$ cat src/rtl/unidade_controle_jogo.sv
// ============================================================================
// unidade_controle_jogo : Moore control FSM for the sequence-memory game.
// Build option UC_TIMEOUT_EN enables the play-timeout path (fim_timeout).
// Revision 1.0
// ============================================================================
`default_nettype none

module unidade_controle_jogo (
   input  logic       clock,
   input  logic       reset,
   input  logic       iniciar,
   input  logic       igual,
   input  logic       enderecoIgualLimite,
   input  logic       fim_jogo,
   input  logic       jogada_feita,
   input  logic       timeout,
   output logic       zera_endereco,
   output logic       conta_endereco,
   output logic       zera_limite,
   output logic       conta_limite,
   output logic       zeraR,
   output logic       registrarR,
   output logic       zera_s_timeout,
   output logic       enable_timeout,
   output logic       zera_modo,
   output logic       registra_modo,
   output logic       pronto,
   output logic       acertou,
   output logic       errou,
   output logic [3:0] db_estado,
   output logic       db_timeout
);

   typedef enum logic [3:0] {
      INICIAL        = 4'b0000,
      PREPARACAO     = 4'b0001,
      INICIA_RODADA  = 4'b0010,
      ESPERA_JOGADA  = 4'b0011,
      REGISTRA       = 4'b0100,
      COMPARACAO     = 4'b0101,
      PROXIMO        = 4'b0110,
      PROXIMA_RODADA = 4'b0111,
      FIM_ACERTOU    = 4'b1010,
      FIM_ERROU      = 4'b1110,
      FIM_TIMEOUT    = 4'b1101
   } state_t;

   typedef struct packed {
      logic zera_endereco;
      logic conta_endereco;
      logic zera_limite;
      logic conta_limite;
      logic zeraR;
      logic registrarR;
      logic zera_s_timeout;
      logic enable_timeout;
      logic zera_modo;
      logic registra_modo;
      logic pronto;
      logic acertou;
      logic errou;
      logic db_timeout;
   } ctrl_t;

   state_t state_q;
   state_t state_d;
   ctrl_t  ctrl_q;

   // Outputs are registered from the decode of the next state, so each output
   // register always reflects the state register it is paired with.
   function automatic ctrl_t decode(input state_t s);
      ctrl_t c;
      c = '0;
      case (s)
         INICIAL:        c.zera_modo = 1'b1;
         PREPARACAO: begin
            c.zera_limite   = 1'b1;
            c.zeraR         = 1'b1;
            c.registra_modo = 1'b1;
         end
         INICIA_RODADA: begin
            c.zera_endereco  = 1'b1;
            c.zera_s_timeout = 1'b1;
         end
`ifdef UC_TIMEOUT_EN
         ESPERA_JOGADA:  c.enable_timeout = 1'b1;
`endif
         REGISTRA: begin
            c.registrarR     = 1'b1;
            c.zera_s_timeout = 1'b1;
         end
         PROXIMO:        c.conta_endereco = 1'b1;
         PROXIMA_RODADA: c.conta_limite = 1'b1;
         FIM_ACERTOU: begin
            c.pronto  = 1'b1;
            c.acertou = 1'b1;
         end
         FIM_ERROU: begin
            c.pronto = 1'b1;
            c.errou  = 1'b1;
         end
`ifdef UC_TIMEOUT_EN
         FIM_TIMEOUT: begin
            c.pronto     = 1'b1;
            c.errou      = 1'b1;
            c.db_timeout = 1'b1;
         end
`endif
         default:        c = '0;
      endcase
      return c;
   endfunction

   always_comb begin
      state_d = state_q;
      case (state_q)
         INICIAL:        state_d = iniciar ? PREPARACAO : INICIAL;
         PREPARACAO:     state_d = INICIA_RODADA;
         INICIA_RODADA:  state_d = ESPERA_JOGADA;
         ESPERA_JOGADA: begin
            // A play in the same cycle as the timeout wins.
            if (jogada_feita)
               state_d = REGISTRA;
`ifdef UC_TIMEOUT_EN
            else if (timeout)
               state_d = FIM_TIMEOUT;
`endif
            else
               state_d = ESPERA_JOGADA;
         end
         REGISTRA:       state_d = COMPARACAO;
         COMPARACAO: begin
            if (!igual)
               state_d = FIM_ERROU;
            else if (!enderecoIgualLimite)
               state_d = PROXIMO;
            else if (fim_jogo)
               state_d = FIM_ACERTOU;
            else
               state_d = PROXIMA_RODADA;
         end
         PROXIMO:        state_d = ESPERA_JOGADA;
         PROXIMA_RODADA: state_d = INICIA_RODADA;
         FIM_ACERTOU,
         FIM_ERROU:      state_d = iniciar ? PREPARACAO : state_q;
`ifdef UC_TIMEOUT_EN
         FIM_TIMEOUT:    state_d = iniciar ? PREPARACAO : FIM_TIMEOUT;
`endif
         default:        state_d = INICIAL;
      endcase
   end

`ifndef UC_TIMEOUT_EN
   logic unused_timeout;
   assign unused_timeout = timeout;
`endif

   always_ff @(posedge clock) begin
      if (reset) begin
         state_q <= INICIAL;
         ctrl_q  <= decode(INICIAL);
      end else begin
         state_q <= state_d;
         ctrl_q  <= decode(state_d);
      end
   end

   assign zera_endereco  = ctrl_q.zera_endereco;
   assign conta_endereco = ctrl_q.conta_endereco;
   assign zera_limite    = ctrl_q.zera_limite;
   assign conta_limite   = ctrl_q.conta_limite;
   assign zeraR          = ctrl_q.zeraR;
   assign registrarR     = ctrl_q.registrarR;
   assign zera_s_timeout = ctrl_q.zera_s_timeout;
   assign enable_timeout = ctrl_q.enable_timeout;
   assign zera_modo      = ctrl_q.zera_modo;
   assign registra_modo  = ctrl_q.registra_modo;
   assign pronto         = ctrl_q.pronto;
   assign acertou        = ctrl_q.acertou;
   assign errou          = ctrl_q.errou;
   assign db_timeout     = ctrl_q.db_timeout;
   assign db_estado      = state_q;

endmodule

`default_nettype wire

$ cat config.mk
export PLATFORM = sky130hd
export DESIGN_NAME = unidade_controle_jogo
export DESIGN_NICKNAME = d
export VERILOG_FILES = /design/src/rtl/unidade_controle_jogo.sv
export SDC_FILE = /design/constraint.sdc
export NUM_CORES = 1
export LEC_CHECK = 0
export CORE_AREA = 2 2 45 47
export DETAILED_ROUTE_END_ITERATION = 12
export DIE_AREA = 0 0 47 49
export PLACE_DENSITY = 0.78
export SYNTH_ARGS = -nofsm -noshare
export SYNTH_HDL_FRONTEND = slang
export SYNTH_SLANG_ARGS = --single-unit
$ cat constraint.sdc
create_clock -name clock -period 1.6 [get_ports clock]
set_clock_uncertainty 0.05 [all_clocks]
set_input_delay 0.24 -clock clock [delete_from_list [all_inputs] [get_ports clock]]
set_output_delay 0.24 -clock clock [all_outputs]
set_load 0.01 [all_outputs]
Word-level counts from Yosys, hierarchy flattened
Index checks and enable logic that the tools add are counted.

Register bits after elaboration: 16. Input bits: 8. Output and inout port bits: 18. Word-level logic and storage cells: 53.

Equal/unequal tests: 16. Mux-type cells: 17. Reduce and logical (&&, ||, !) cells: 7.

Operators by type and width (count): $eq 4x3->1 const B (7); $pmux 4 s7 (1); $eq 4x4->1 const B (4); $mux 4 (4); $eq 4x2->1 const B (3); $mux 1 (11); $reduce_or 2->1 (5); $eq 4x1->1 const B (2); $logic_not 4->1 (2); $mux 3 (1).

Longest topological paths before layout
Gate-level depths: netlist (run 1).

Depth after elaboration: 7. Mapped depth: 6. Depth with buffers taken out: 5.

Worst setup path after synthesis (run 1)
No wires, ideal clock.

Kind: reg-to-reg. From: register state_q[1], in the netlist db_estado[1]. To: register ctrl_q, in the netlist zera_modo. Setup time: 0.115 ns. Arrival: 1.392 ns. Data required time: 1.435 ns. Path slack: 0.043 ns. Cell stages (with the launch flop): 7. Path buffers: 1. Period minus slack after synthesis: 1.557 ns. Cells stage by stage: dfxtp_1 > buf_6 > nand4bb_2 > nor3_1 > a221oi_2 > and2_1 > a31o_1.

Longest elaborated chain between the ends: 5. Elaborated cells between the ends (all ways): 17. Classes of those cells: eq/ne (9); mux (3); reduce/logical (5).

RTL lines: start, declared (RTL line 65) `state_t state_q;`; start signal, assigned (RTL line 163) `state_q <= state_d;`; $eq 4x4->1, or another cell as far along (RTL line 116) `case (state_q)`; $reduce_or 2->1 (on tied branches); $pmux 4 s7 * (RTL line 116); $logic_not 4->1 * (RTL line 74) `case (s)`; $mux 1 * (RTL line 74); end signal, assigned (RTL line 161) `ctrl_q <= decode(INICIAL);`; end signal, assigned (RTL line 164) `ctrl_q <= decode(state_d);`; end, declared (RTL line 67) `ctrl_t ctrl_q;`.

Mark *: on every way between the ends. The rest lies on a longest branch, timed or not. A chain may end at the register's enable or synchronous reset.

Final worst setup path (run 1)
From: register state_q[0], in the netlist db_estado[0]. To: output db_estado[0].

RTL lines: end, declared (RTL line 30) `output logic [3:0] db_estado,`.

No word-level cell between the ends.

==> flow_summary.toml, run 1 <==
[critical_path]
slowest_stage = "clkdlybuf4s50_1"
crit_fanout = 9
start_kind = "flip-flop"
worstPathRequired_ns = 1.31
cp_cell_sequence = "clkdlybuf4s50_1"
path_buf_inv = 1
end_kind = "output pin"
cp_slowest_stage_delay_ns = 0.56
critical_path_arrival_ns = 1.26
critPathKind = "reg2out"
critPathTopFamily = "buffers and inverters"

[yosys]
avgSynthCellArea_um2 = 9.89
synthCells = 63
yosysSeqAreaShare = 0.450
synth_area_leaders = "dfxtp_1 (45%), nor2_1 (5.4%), buf_4 (4.8%)"
synth.cell_area_um2 = 623
yosysTopAreaCellShare = 0.450
yosysMostFrequentCell = "dfxtp_1"
yosys.area.top_type = "dfxtp_1"
async_flop_share = 0
ys_ff_latch = 14
synth_flop_cell = "dfxtp_1"
synth_edf_count = 0
synth_cell_types = 30
synth_common_cells = "dfxtp_1 (14), nor2_1 (9), nand2_1 (5)"
yosys_warnings = 0

[place]
dp.cells = 116
dp_hpwl_um = 1030
routabilityCongestion = 0.686
placed_area_um2 = 900
port_buffers = 22
place_worst_setup_slack_ns = -0.202

[die]
dieArea_um2 = 2300
rows = 16
die_h_um = 49
die_w_um = 47
io_pins = 26
initial_core_util = 0.338
core_um2 = 1840

[sta]
finalMaxSlewViolations = 0
hold-worst-slack_ns = 0.568
hold_violations = 0
min_period_over_period = 0.969
rsz0062_at_grt = "false"
setup-tns-final_ns = 0
post-route-min-period_ns = 1.55
setup_slack_ns = 0.0496
setup_violations = 0
max_freq_mhz = 645

[route]
drt_iter0_drc = 9
routed_via_density = 4.78
detail_route.first_pass.iterations = 4
vias = 574
drc = 0
totalWireLength_um = 1330
detail_route.wl_per_cell_um = 11.1
ant_nets = 0

[outcome]
outcome = "finished clean"

[clock_tree]
cts_sinks = 14
cts_setup_buffers = 0
cts_root_buf = "clkbuf_4"
clkTransAtPathRegs_ns = 0.08
max-clock-path-buffers = 2
hold_buffers = 0
clk_latency_ns = 0.27
cts-htree-levels = 1
cts_tree = "built"
cts_buffers = 3

[pwr]
p_seq_frac = 0.478
powerDensity_nw_per_um2 = 842
clockPowerShare = 0.309
switching_power_uw = 196
p_int_uw = 598
p_comb_frac = 0.213
swShare = 0.246
ir_drop_uv = 481
leakage_uw = 0.000377

[layout]
fin_cells = 120
layout-drive-gt1-share = 0.247
antennaDiodeCount = 0
final_area_um2 = 943
fin_nets = 102
area_growth_syn_to_layout_pct = 51.4

[global_routing]
grt_max_degree = 10
grt_overflow = 0
grt_antenna_before_repair = 0
grt_pass1_vias = 556
grt_util_all_layers = 0.134
grt_pass1_wl_um = 2290

[worst_hold_path]
hold_path.class = "in2reg"

[flow_run]
cap_violations = 0
power by group through the flow:
stage | Clock, uW | Combinational [uW] | Sequential, uW
2_1_floorplan | 0 | 82.0 | 392
3_3_place_gp | 0 | 165 | 387
3_5_place_dp | 0 | 168 | 388
4_1_cts | 255 | 168 | 381
5_1_grt | 272 | 183 | 383
6_report | 245 | 169 | 380
worst paths after layout:
kind | endpoint | slack, ns | startpoint | cells past startpoint
worst max-delay path | db_estado[0] | 0.05 | db_estado[0] | 1
worst min register to register | db_estado[1] | 0.70 | db_estado[0] | 2
worst max register to register | zera_modo | 0.09 | db_estado[1] | 5
worst min-delay path | registra_modo | 0.57 | reset | 2
metrics by stage:
stage          total power, uW   util
2_1_floorplan              474      -
4_1_cts                    804  0.510
6_report                   794  0.512
3_5_place_dp               556  0.488
3_3_place_gp               552  0.488
5_1_grt                    838  0.512
cell families after synthesis:
kind of cell / after synthesis / share of synthesized area
buffers and inverters: 9 / 0.0904
and+or+nand+nor: 26 / 0.257
AOI/OAI and AO/OA: 12 / 0.183
DFF: 14 / 0.450
other: 1 / 0.00602
xor gates and xnor gates: 1 / 0.0141
cell type report:
type | count | area (um2)
tap | 27 | 33.8
fill | 183 | 898
timing repair buffer | 30 | 280
clock buffer | 4 | 36.3
multi-input combinational | 41 | 290
inverter | 4 | 15.0
sequential | 14 | 288
repair_timing:
item | in CTS | in global routing
endpoints found under the setup margin | 3 | 4
pin swaps | 0 | 2
endpoints found under the hold margin | 0 | 0
gates resized for setup | 3 | 2
cell usage in the layout (no fill, tap or decap), types with 2 or more instances in the layout:
master	Yosys	final
inv_1	4	4
clkdlybuf4s50_1	0	22
conb_1	1	2
buf_4	4	8
nand2_1	5	5
nor3_2	2	2
dfxtp_2	0	3
dfxtp_1	14	10
clkbuf_4	0	3
nor2_1	9	9
a21oi_1	2	2
per-layer routing:
layer | up-vias | track usage | part of all wire
met2 | 22 | 0.244 | 0.51
li1 | 277 | - | -
met3 | 2 | 0.0481 | 0.056
met4 | 0 | 0.0278 | 0.014
met5 | - | 0 | 0
met1 | 273 | 0.139 | 0.42
flip-flops by register name (all words and copies together), names as in the netlist:
signal / cells
acertou: 1
zera_endereco: 1
conta_endereco: 1
pronto: 1
zera_s_timeout: 1
errou: 1
db_estado: 4
registrarR: 1
registra_modo: 1
conta_limite: 1
zera_modo: 1
No activity file was read; power rests on OpenSTA's default activity.
==> run 2, diff against run 1 <==
--- a/config.mk
+++ b/config.mk
@@ -5,7 +5,9 @@
 export SDC_FILE = /design/constraint.sdc
 export NUM_CORES = 1
 export LEC_CHECK = 0
+export CAP_MARGIN = 20
 export CORE_AREA = 2 2 45 47
+export CTS_CLUSTER_SIZE = 20
 export DETAILED_ROUTE_END_ITERATION = 12
 export DIE_AREA = 0 0 47 49
 export PLACE_DENSITY = 0.78
==> results of run 2 <==
Final layout, timing and power as in run 1 (identical DEF).
==> run 3, diff against run 2 <==
--- a/config.mk
+++ b/config.mk
@@ -11,6 +11,7 @@
 export DETAILED_ROUTE_END_ITERATION = 12
 export DIE_AREA = 0 0 47 49
 export PLACE_DENSITY = 0.78
+export REMOVE_ABC_BUFFERS = 1
 export SYNTH_ARGS = -nofsm -noshare
 export SYNTH_HDL_FRONTEND = slang
 export SYNTH_SLANG_ARGS = --single-unit
==> run 3 against run 2 <==
Net effect: global-route usage fell by 0.17 points; sequential share of layout area rose by 0.43 points; total power fell by 0.55%; non-clock buffer count fell by 1; register-to-register slack barely moved; core utilization fell by 0.27 points.
==> flow_summary.toml, run 3 (synthesized netlist as in run 1, its figures left out) <==
[pwr]
leakage_uw = 0.000373
ir_drop_uv = 304
total_power_uw = 790
powerDensity_nw_per_um2 = 841

[global_routing]
grt_antenna_before_repair = 0
grt_pass1_vias = 494
grt_pass1_wl_um = 2180
grt_util_all_layers = 0.132
grt_max_degree = 10
grt_overflow = 0

[critical_path]
path_buf_inv = 1
start_kind = "flip-flop"
cp_cell_sequence = "clkdlybuf4s50_1"
critPathKind = "reg2out"
worstPathRequired_ns = 1.31
crit_fanout = 8
critPathTopFamily = "buffers and inverters"
critical_path_arrival_ns = 1.24
slowest_stage = "clkdlybuf4s50_1"
cp_slowest_stage_delay_ns = 0.56
end_kind = "output pin"

[route]
ant_nets = 0
routed_via_density = 4.73
highest_layer = "met4"
drt_iter0_drc = 4
drc = 0
wl_met2_um = 652
wl_met1_um = 538
detail_route.wl_per_cell_um = 10.8
detail_route.first_pass.iterations = 4
vias = 563
wl_met3_um = 72
totalWireLength_um = 1280

[die]
die_w_um = 47
initial_core_util = 0.338
rows = 16
die_h_um = 49
dieArea_um2 = 2300
io_pins = 26
core_um2 = 1840

[layout]
fin_nets = 101
final_area_um2 = 938
final_common_cell = "clkdlybuf4s50_1"
layout_common_cells = "clkdlybuf4s50_1 (22), dfxtp_1 (10), nor2_1 (9)"
fin_cells = 119
area_growth_syn_to_layout_pct = 50.6
layout-drive-gt1-share = 0.239
largest_reg_flops = 4
antennaDiodeCount = 0

[sta]
hold_violations = 0
post-route-min-period_ns = 1.53
finalMaxSlewViolations = 0
min_period_over_period = 0.955
rsz0062_at_grt = "false"
setup_slack_ns = 0.0722
max_freq_mhz = 655
setup_violations = 0

[clock_tree]
cts_setup_buffers = 0
cts_buffers = 3
cts_sinks = 14
cts_tree = "built"
max-clock-path-buffers = 2
clkTransAtPathRegs_ns = 0.08
clk_latency_ns = 0.27
cts-htree-levels = 1
cts_root_buf = "clkbuf_4"
hold_buffers = 0

[place]
placed_area_um2 = 892
routabilityCongestion = 0.803
port_buffers = 22
place_worst_setup_slack_ns = -0.225
dp_hpwl_um = 1010
dp.cells = 115

[worst_hold_path]
hold_path.class = "in2reg"

[outcome]
outcome = "finished clean"

[flow_run]
cap_violations = 0
-- run 3: final cells by class --
cell class | count | area (um2)
tap | 27 | 33.8
clock buffer | 4 | 36.3
multi-input combinational | 41 | 290
timing repair buffer | 29 | 273
sequential | 14 | 290
fill | 181 | 903
inverter | 4 | 15.0
-- run 3: path summary, 6_finish.rpt --
check,startpoint,to,slack [ns],depth (start not counted)
setup / recovery,db_estado[1],db_estado[1],0.07,1
hold / removal,reset,db_estado[0],0.59,2
setup reg to reg,db_estado[1],zera_modo,0.10,5
hold reg to reg,db_estado[1],db_estado[1],0.65,2
-- run 3: metrics by stage --
step | hold WS [ns] | TNS (ns) | utilization
after floorplan | 0.260 | 0 | -
after global placement | 0.687 | -0.875 | 0.484
after detailed placement | 0.687 | -1.38 | 0.484
after CTS | 0.591 | 0 | 0.507
after global routing | 0.591 | 0 | 0.510
final | 0.591 | 0 | 0.510
-- run 3: worst reg2reg max path: cells and delay by family (launching register included) --
kind | cells | cell delay [ns]
AND/OR/NAND/NOR | 3 | 0.70
flip-flops | 1 | 0.37
AO/OA/AOI/OAI | 2 | 0.28
-- run 3: layer usage --
metal / global-route usage / up-vias
met5: 0 / -
met4: 0.0694 / 0
met3: 0.0333 / 2
met2: 0.215 / 24
met1: 0.152 / 264
li1: - / 273
-- run 3: what timing repair did --
action                     4_1_cts  5_1_grt
setup endpoints to repair        6        2
gates cloned                     0        0
gates resized for setup          4        2
-- run 3: report_power, final --
part           total, uW  internal, uW  switching, uW
sequential           380           364           16.5
combinational        167          93.9           73.0
clock                242           138            104
total                790           596            193
